===== config.mk =====
export PLATFORM = sky130hd
export DESIGN_NAME = fix_session_tx_arbiter_flat
export DESIGN_NICKNAME = d
export VERILOG_FILES = /design/src/rtl/fix_session_tx_arbiter_if.sv /design/src/rtl/fix_session_tx_arbiter.sv /design/src/flat_wrapper.sv
export SDC_FILE = /design/constraint.sdc
export NUM_CORES = 1
export LEC_CHECK = 0
export ABC_AREA = 1
export ABC_CLOCK_PERIOD_IN_PS = 1550
export CAP_MARGIN = 20
export CORE_ASPECT_RATIO = 2
export CORE_MARGIN = 8
export CORE_UTILIZATION = 42
export CTS_CLUSTER_SIZE = 30
export DETAILED_ROUTE_END_ITERATION = 12
export HOLD_SLACK_MARGIN = 0.1
export PLACE_DENSITY = 0.75
export SYNTH_ARGS = -nofsm -noshare
export SYNTH_HDL_FRONTEND = slang
export SYNTH_SLANG_ARGS = --single-unit

===== constraint.sdc =====
create_clock -name clk -period 1.55 [get_ports clk]
set_input_delay 0.2325 -clock clk [delete_from_list [all_inputs] [get_ports clk]]
set_output_delay 0.2325 -clock clk [all_outputs]
set_load 0.02 [all_outputs]

===== src/rtl/fix_session_tx_arbiter_if.sv =====
// Bundle of the per-session TX request signals and the shared TX FIFO
// write path around fix_session_tx_arbiter.
//
//   req_i, connected_i, byte_i, byte_valid_i, eom_i : session -> arbiter
//   tx_ready_i                                      : FIFO    -> arbiter
//   gnt_o, byte_ready_o                             : arbiter -> session
//   send_message_valid_o, message_o, message_last_o,
//   message_host_o, abort_o, abort_host_o           : arbiter -> FIFO
//
// modport master : the session/FIFO side that drives requests and ready.
// modport slave  : the arbiter itself.
interface fix_session_tx_arbiter_if #(
    parameter int NUM_SESS = 4,
    parameter int DATA_W   = 8
);
    localparam int HW = $clog2(NUM_SESS);

    logic [NUM_SESS-1:0]        req_i;
    logic [NUM_SESS-1:0]        connected_i;
    logic [NUM_SESS*DATA_W-1:0] byte_i;
    logic [NUM_SESS-1:0]        byte_valid_i;
    logic [NUM_SESS-1:0]        eom_i;
    logic                       tx_ready_i;
    logic [NUM_SESS-1:0]        gnt_o;
    logic [NUM_SESS-1:0]        byte_ready_o;
    logic                       send_message_valid_o;
    logic [DATA_W-1:0]          message_o;
    logic                       message_last_o;
    logic [HW-1:0]              message_host_o;
    logic                       abort_o;
    logic [HW-1:0]              abort_host_o;

    modport master (
        output req_i, connected_i, byte_i, byte_valid_i, eom_i, tx_ready_i,
        input  gnt_o, byte_ready_o, send_message_valid_o, message_o,
               message_last_o, message_host_o, abort_o, abort_host_o
    );

    modport slave (
        input  req_i, connected_i, byte_i, byte_valid_i, eom_i, tx_ready_i,
        output gnt_o, byte_ready_o, send_message_valid_o, message_o,
               message_last_o, message_host_o, abort_o, abort_host_o
    );
endinterface


===== src/rtl/fix_session_tx_arbiter.sv =====
// Shares the single byte-wide outbound path to the TOE TX FIFO among
// NUM_SESS sessions. Round-robin grants whole messages, holds the grant
// until end-of-message, ignores sessions without a live connection, and
// aborts the granted message on a stall timeout or host disconnect.
//
// Ports:
//   clk  : rising-edge clock
//   rst  : asynchronous reset, active-low
//   bus  : fix_session_tx_arbiter_if.slave (session requests/bytes in,
//          grant/byte_ready out, FIFO write stream and abort out)
module fix_session_tx_arbiter #(
    parameter int NUM_SESS    = 4,
    parameter int DATA_W      = 8,
    parameter int STALL_LIMIT = 256
) (
    input  logic                    clk,
    input  logic                    rst,
    fix_session_tx_arbiter_if.slave bus
);
    localparam int HW = $clog2(NUM_SESS);
    localparam int CW = $clog2(STALL_LIMIT);

    localparam logic [1:0] ST_IDLE  = 2'd0;
    localparam logic [1:0] ST_XFER  = 2'd1;
    localparam logic [1:0] ST_ABORT = 2'd2;

    localparam logic [CW-1:0] STALL_MAX = CW'(STALL_LIMIT - 1);

    logic [1:0]          state_q, state_d;
    logic [NUM_SESS-1:0] gnt_q, gnt_d;
    logic [HW-1:0]       gidx_q, gidx_d;
    logic [HW-1:0]       ptr_q, ptr_d;
    logic [CW-1:0]       stall_q, stall_d;
    logic                vld_q, vld_d;
    logic [DATA_W-1:0]   msg_q, msg_d;
    logic                last_q, last_d;
    logic [HW-1:0]       host_q, host_d;
    logic                abort_q, abort_d;
    logic [HW-1:0]       abort_host_q, abort_host_d;

    logic [NUM_SESS-1:0] elig;
    logic                win_found;
    logic [HW-1:0]       win_idx;
    logic [HW-1:0]       cand;
    logic                hs;
    logic [NUM_SESS-1:0] byte_ready;
    logic [DATA_W-1:0]   sess_byte [NUM_SESS];

    assign elig = bus.req_i & bus.connected_i;

    always_comb begin
        for (int s = 0; s < NUM_SESS; s++) begin
            sess_byte[s] = bus.byte_i[s*DATA_W +: DATA_W];
        end
    end

    // Round-robin search starts just after the last winner and wraps, so
    // the last winner has lowest priority next time.
    always_comb begin
        win_found = 1'b0;
        win_idx   = ptr_q;
        cand      = ptr_q;
        for (int i = 1; i <= NUM_SESS; i++) begin
            cand = HW'((int'(ptr_q) + i) % NUM_SESS);
            if (!win_found && elig[cand]) begin
                win_found = 1'b1;
                win_idx   = cand;
            end
        end
    end

    // gnt_q is only non-zero in XFER, so no byte is ever accepted in
    // IDLE or ABORT. A disconnected host can never handshake.
    assign hs = gnt_q[gidx_q] & bus.byte_valid_i[gidx_q] & bus.tx_ready_i
              & bus.connected_i[gidx_q];

    always_comb begin
        byte_ready = '0;
        if (hs) begin
            byte_ready[gidx_q] = 1'b1;
        end
    end

    always_comb begin
        state_d      = state_q;
        gnt_d        = gnt_q;
        gidx_d       = gidx_q;
        ptr_d        = ptr_q;
        stall_d      = stall_q;
        vld_d        = 1'b0;
        msg_d        = msg_q;
        last_d       = last_q;
        host_d       = host_q;
        abort_d      = 1'b0;
        abort_host_d = abort_host_q;
        case (state_q)
            ST_IDLE: begin
                if (win_found) begin
                    state_d          = ST_XFER;
                    gnt_d            = '0;
                    gnt_d[win_idx]   = 1'b1;
                    gidx_d           = win_idx;
                    ptr_d            = win_idx;
                    stall_d          = '0;
                end
            end
            ST_XFER: begin
                // A handshake takes precedence over disconnect and stall
                // expiry, so a completing eom byte never turns into an abort.
                if (hs) begin
                    vld_d   = 1'b1;
                    msg_d   = sess_byte[gidx_q];
                    last_d  = bus.eom_i[gidx_q];
                    host_d  = gidx_q;
                    stall_d = '0;
                    if (bus.eom_i[gidx_q]) begin
                        state_d = ST_IDLE;
                        gnt_d   = '0;
                    end
                end else if (!bus.connected_i[gidx_q] || stall_q == STALL_MAX) begin
                    state_d      = ST_ABORT;
                    gnt_d        = '0;
                    abort_d      = 1'b1;
                    abort_host_d = gidx_q;
                    stall_d      = '0;
                end else begin
                    // Never reaches past STALL_MAX: that value aborts above.
                    stall_d = stall_q + 1'b1;
                end
            end
            ST_ABORT: begin
                state_d = ST_IDLE;
            end
            default: begin
                state_d = ST_IDLE;
                gnt_d   = '0;
            end
        endcase
    end

    always_ff @(posedge clk or negedge rst) begin
        if (!rst) begin
            state_q      <= ST_IDLE;
            gnt_q        <= '0;
            gidx_q       <= '0;
            ptr_q        <= HW'(NUM_SESS - 1);
            stall_q      <= '0;
            vld_q        <= 1'b0;
            msg_q        <= '0;
            last_q       <= 1'b0;
            host_q       <= '0;
            abort_q      <= 1'b0;
            abort_host_q <= '0;
        end else begin
            state_q      <= state_d;
            gnt_q        <= gnt_d;
            gidx_q       <= gidx_d;
            ptr_q        <= ptr_d;
            stall_q      <= stall_d;
            vld_q        <= vld_d;
            msg_q        <= msg_d;
            last_q       <= last_d;
            host_q       <= host_d;
            abort_q      <= abort_d;
            abort_host_q <= abort_host_d;
        end
    end

    assign bus.gnt_o                = gnt_q;
    assign bus.byte_ready_o         = byte_ready;
    assign bus.send_message_valid_o = vld_q;
    assign bus.message_o            = msg_q;
    assign bus.message_last_o       = last_q;
    assign bus.message_host_o       = host_q;
    assign bus.abort_o              = abort_q;
    assign bus.abort_host_o         = abort_host_q;
endmodule


===== src/flat_wrapper.sv =====
// flat-port wrapper written by rule: the top's interface ports become plain ports
module fix_session_tx_arbiter_flat 
#(
    parameter int NUM_SESS    = 4,
    parameter int DATA_W      = 8,
    parameter int STALL_LIMIT = 256
)
  (clk, rst, bus_req_i, bus_connected_i, bus_byte_i, bus_byte_valid_i, bus_eom_i, bus_tx_ready_i, bus_gnt_o, bus_byte_ready_o, bus_send_message_valid_o, bus_message_o, bus_message_last_o, bus_message_host_o, bus_abort_o, bus_abort_host_o);
  fix_session_tx_arbiter_if #(.NUM_SESS(NUM_SESS), .DATA_W(DATA_W)) bus_i ();
  input  logic clk;
  input  logic rst;
  input wire logic [$bits(bus_i.req_i)-1:0] bus_req_i;
  input wire logic [$bits(bus_i.connected_i)-1:0] bus_connected_i;
  input wire logic [$bits(bus_i.byte_i)-1:0] bus_byte_i;
  input wire logic [$bits(bus_i.byte_valid_i)-1:0] bus_byte_valid_i;
  input wire logic [$bits(bus_i.eom_i)-1:0] bus_eom_i;
  input wire logic [$bits(bus_i.tx_ready_i)-1:0] bus_tx_ready_i;
  output wire logic [$bits(bus_i.gnt_o)-1:0] bus_gnt_o;
  output wire logic [$bits(bus_i.byte_ready_o)-1:0] bus_byte_ready_o;
  output wire logic [$bits(bus_i.send_message_valid_o)-1:0] bus_send_message_valid_o;
  output wire logic [$bits(bus_i.message_o)-1:0] bus_message_o;
  output wire logic [$bits(bus_i.message_last_o)-1:0] bus_message_last_o;
  output wire logic [$bits(bus_i.message_host_o)-1:0] bus_message_host_o;
  output wire logic [$bits(bus_i.abort_o)-1:0] bus_abort_o;
  output wire logic [$bits(bus_i.abort_host_o)-1:0] bus_abort_host_o;
  assign bus_i.req_i = bus_req_i;
  assign bus_i.connected_i = bus_connected_i;
  assign bus_i.byte_i = bus_byte_i;
  assign bus_i.byte_valid_i = bus_byte_valid_i;
  assign bus_i.eom_i = bus_eom_i;
  assign bus_i.tx_ready_i = bus_tx_ready_i;
  assign bus_gnt_o = bus_i.gnt_o;
  assign bus_byte_ready_o = bus_i.byte_ready_o;
  assign bus_send_message_valid_o = bus_i.send_message_valid_o;
  assign bus_message_o = bus_i.message_o;
  assign bus_message_last_o = bus_i.message_last_o;
  assign bus_message_host_o = bus_i.message_host_o;
  assign bus_abort_o = bus_i.abort_o;
  assign bus_abort_host_o = bus_i.abort_host_o;
  fix_session_tx_arbiter #(.NUM_SESS(NUM_SESS), .DATA_W(DATA_W), .STALL_LIMIT(STALL_LIMIT)) u_core (.clk(clk), .rst(rst), .bus(bus_i));
endmodule

==> qor.csv <==
stage,metric,value,unit
sta,setup_viol,37,
detailed_routing,post_drt_via_cell_ratio,5.488,
cells_and_area,num_antenna_cells,0,
global_routing,track_usage,0.1982,
detailed_routing,firstDrtPassIters,4,
cells_and_area,fin_nets,505,
detailed_routing,routed_wl,9345,um
placement,pre_cts_ws,-0.7923,ns
detailed_routing,ant_nets,0,
sta,rsz0062_at_grt,true,
setup_path,crit_type,reg2reg,
cts,cts_sinks,33,
synthesis,ys_ff_latch,33,
global_routing,grt_pass1_vias,2834,
synthesis,yosys.area.top_type,dfrtp_1,
synthesis,syn_area,2235,um^2
global_routing,gr-total-overflow,0,
global_routing,met2_usage,0.3810,
cts,clock_latency,0.30,ns
cells_and_area,drive_gt1_frac,0.4075,
synthesis,synth.distinct_cells,27,
pwr,p_leak,1.968,nW
setup_path,end_kind,flip-flop,
setup_path,worstPathMaxFanout,6,
floorplan,core,5139,um^2
sta,skew,0.01539,ns
sta,tightestPinTransition,0.5128,ns
synthesis,syn_nets,373,
cts,cts_max_path_buffers,2,
sta,fin_ws,-0.4528,ns
cts,cts_root_buf,clkbuf_8,
detailed_routing,drt_iter0_drc,143,
cts,tritoncts,yes,
floorplan,fp.dieW,67.58,um
cells_and_area,fin_util,0.8062,
cts,cts.clk_slew.worst_paths,0.08,ns
pwr,vdd_drop_max,0.001773,V
setup_path,worstPathArrival,2.21,ns
synthesis,seq_area_frac_synth,0.3707,
detailed_routing,wire_per_inst,18.25,um
detailed_routing,drc,0,
pwr,power.density,2077,nW/um^2
global_routing,grt_antenna_before_repair,0,
cells_and_area,area_growth,85.39,%
synthesis,synth_warnings,0,
global_routing,use_met1,0.1820,
floorplan,dieArea,8052,um^2
global_routing,grt_use_met3,0.02911,
sta,final.min_clock_period,2.003,ns
hold_path,min_path_type,in2async,
sta,clock.fmax,499.3,MHz
status,violations,negative setup slack,
flow_run,maxCapViolCount,0,
detailed_routing,num_vias,2810,
floorplan,io_pins,74,
placement,gp_congestion,0.8786,
status,status,"complete, but fails checks",
global_routing,grt_busiest_layer,met2,
cts,numCtsBuffers,5,
synthesis,ys_top_cells_by_area,"dfrtp_1, nand2_1, nand3_1",
setup_path,cp.required,1.76,ns
placement,dp_hpwl,5932,um
cts,h-tree-depth,2,
floorplan,die_y,119.2,um
setup_path,start_kind,flip-flop,
sta,hold_ws,0.3166,ns
pwr,total_power,8.604,mW
synthesis,synth_top_area_share,0.3471,
sta,slew_headroom,0.6578,
synthesis,netlist_instances,321,
global_routing,grt_max_degree,34,
synthesis,avgSynthCellArea,6.962,um^2
sta,period_share,1.292,
floorplan,num_rows,37,
sta,slew_viol_final,0,
floorplan,start_util,0.4349,
global_routing,grt_pass1_wl,12620,um
sta,hold_viol_final,0,
placement,numPortBuffers,73,
-- cells by family after synthesis --
kind of cell	after synthesis	synth area share
XOR/XNOR	5	0.01960
buffers and inverters	37	0.07782
AND/OR/NAND/NOR	225	0.4664
flip-flops	33	0.3707
AO/OA/AOI/OAI	20	0.05991
adder cells (fa/ha/maj)	1	0.005598
-- power by group --
| part | internal (mW) | switching (mW) | total (mW) |
|---|---|---|---|
| Sequential | 1.21 | 0.255 | 1.46 |
| Clock | 0.312 | 0.340 | 0.651 |
| Combinational | 2.78 | 3.70 | 6.49 |
| Total | 4.31 | 4.30 | 8.60 |
-- sequential cells by signal, indices dropped and copies added, names as in the netlist --
name and cells:
u_core.bus.gnt_o 4, u_core.state_q 2, u_core.bus.abort_o 1, u_core.bus.send_message_valid_o 1
u_core.bus.abort_host_o 2, u_core.ptr_q 2, u_core.bus.message_host_o 2, u_core.stall_q 8
u_core.bus.message_last_o 1, u_core.bus.message_o 8, u_core.gidx_q 2
-- cell usage after synthesis, drive strengths merged --
master / number
nor2: 22
o21a: 3
nand2: 125
clkbuf: 2
nand3: 59
o21ai: 15
inv: 25
dfrtp: 31
xor2: 5
buf: 10
nor3: 8
ha: 1
a21oi: 2
dfstp: 2
nand4: 11
-- worst max-delay path, stage by stage, from the launching register on --
cell,delay (ns)
dfstp_2,0.65
buf_6,0.13
buf_6,0.10
nand2_4,0.05
nand2_4,0.11
nand2_4,0.07
nand2_4,0.11
nand2_4,0.07
nor2_4,0.11
nand2_4,0.08
nand2_8,0.13
buf_6,0.12
nand3_2,0.05
o21ai_1,0.10
-- through the flow --
stage	TNS (ns)	instance area, um^2	std cells
finish	-12.55	4143	512
global route	-15.00	4143	512
CTS	-9.837	3697	501
detailed placement	-16.49	3373	484
global placement	-15.37	3373	484
floorplan	-0.3947	2310	321
-- path summary, 6_finish.rpt --
check                                                    start                                   to  slack (ns)  depth (start not counted)
max                                u_core.ptr_q[0]$_DFFE_PN1P_        u_core.stall_q[0]$_DFFE_PN0P_       -0.45                         13
min                                                        rst        u_core.stall_q[7]$_DFFE_PN0P_        0.32                          2
max reg2reg                        u_core.ptr_q[0]$_DFFE_PN1P_        u_core.stall_q[0]$_DFFE_PN0P_       -0.45                         13
min reg2reg                u_core.bus.message_o[7]$_DFFE_PN0P_  u_core.bus.message_o[7]$_DFFE_PN0P_        0.47                          2
max in group asynchronous                                  rst          u_core.ptr_q[0]$_DFFE_PN1P_        0.99                          2
min in group clk           u_core.bus.message_o[7]$_DFFE_PN0P_  u_core.bus.message_o[7]$_DFFE_PN0P_        0.47                          2
-- repair_timing --
action	in CTS	in global routing
hold buffers	0	0
endpoints found under the setup margin	41	38
resized for setup	77	93
pin swaps	16	26
setup buffers	9	14
-- placed cells by master (no fill, tap or decap), drive strengths merged, types with 6 or more instances in the layout --
master,n
inv,24
buf,68
nor3,8
nor2,22
dfrtp,31
clkbuf,6
nand3,59
clkdlybuf4s50,64
nand4,11
nand2,125
o21ai,15
-- final cells by class --
cell class / count / area, um^2
clock inverters: 2 / 10.01
clock buffers: 6 / 72.57
repair buffers: 137 / 1321
fillers: 311 / 996.0
well taps: 58 / 72.57
flip-flops and latches: 33 / 829.5
inverters: 25 / 118.9
multi-input cells: 251 / 1718
-- layer usage --
metal  share of wire  vias up
met5               0        -
met4           0.064        0
met3           0.048       45
met2            0.57      104
met1            0.32     1340
li1                -     1321
(Power assumes the default switching activity.)
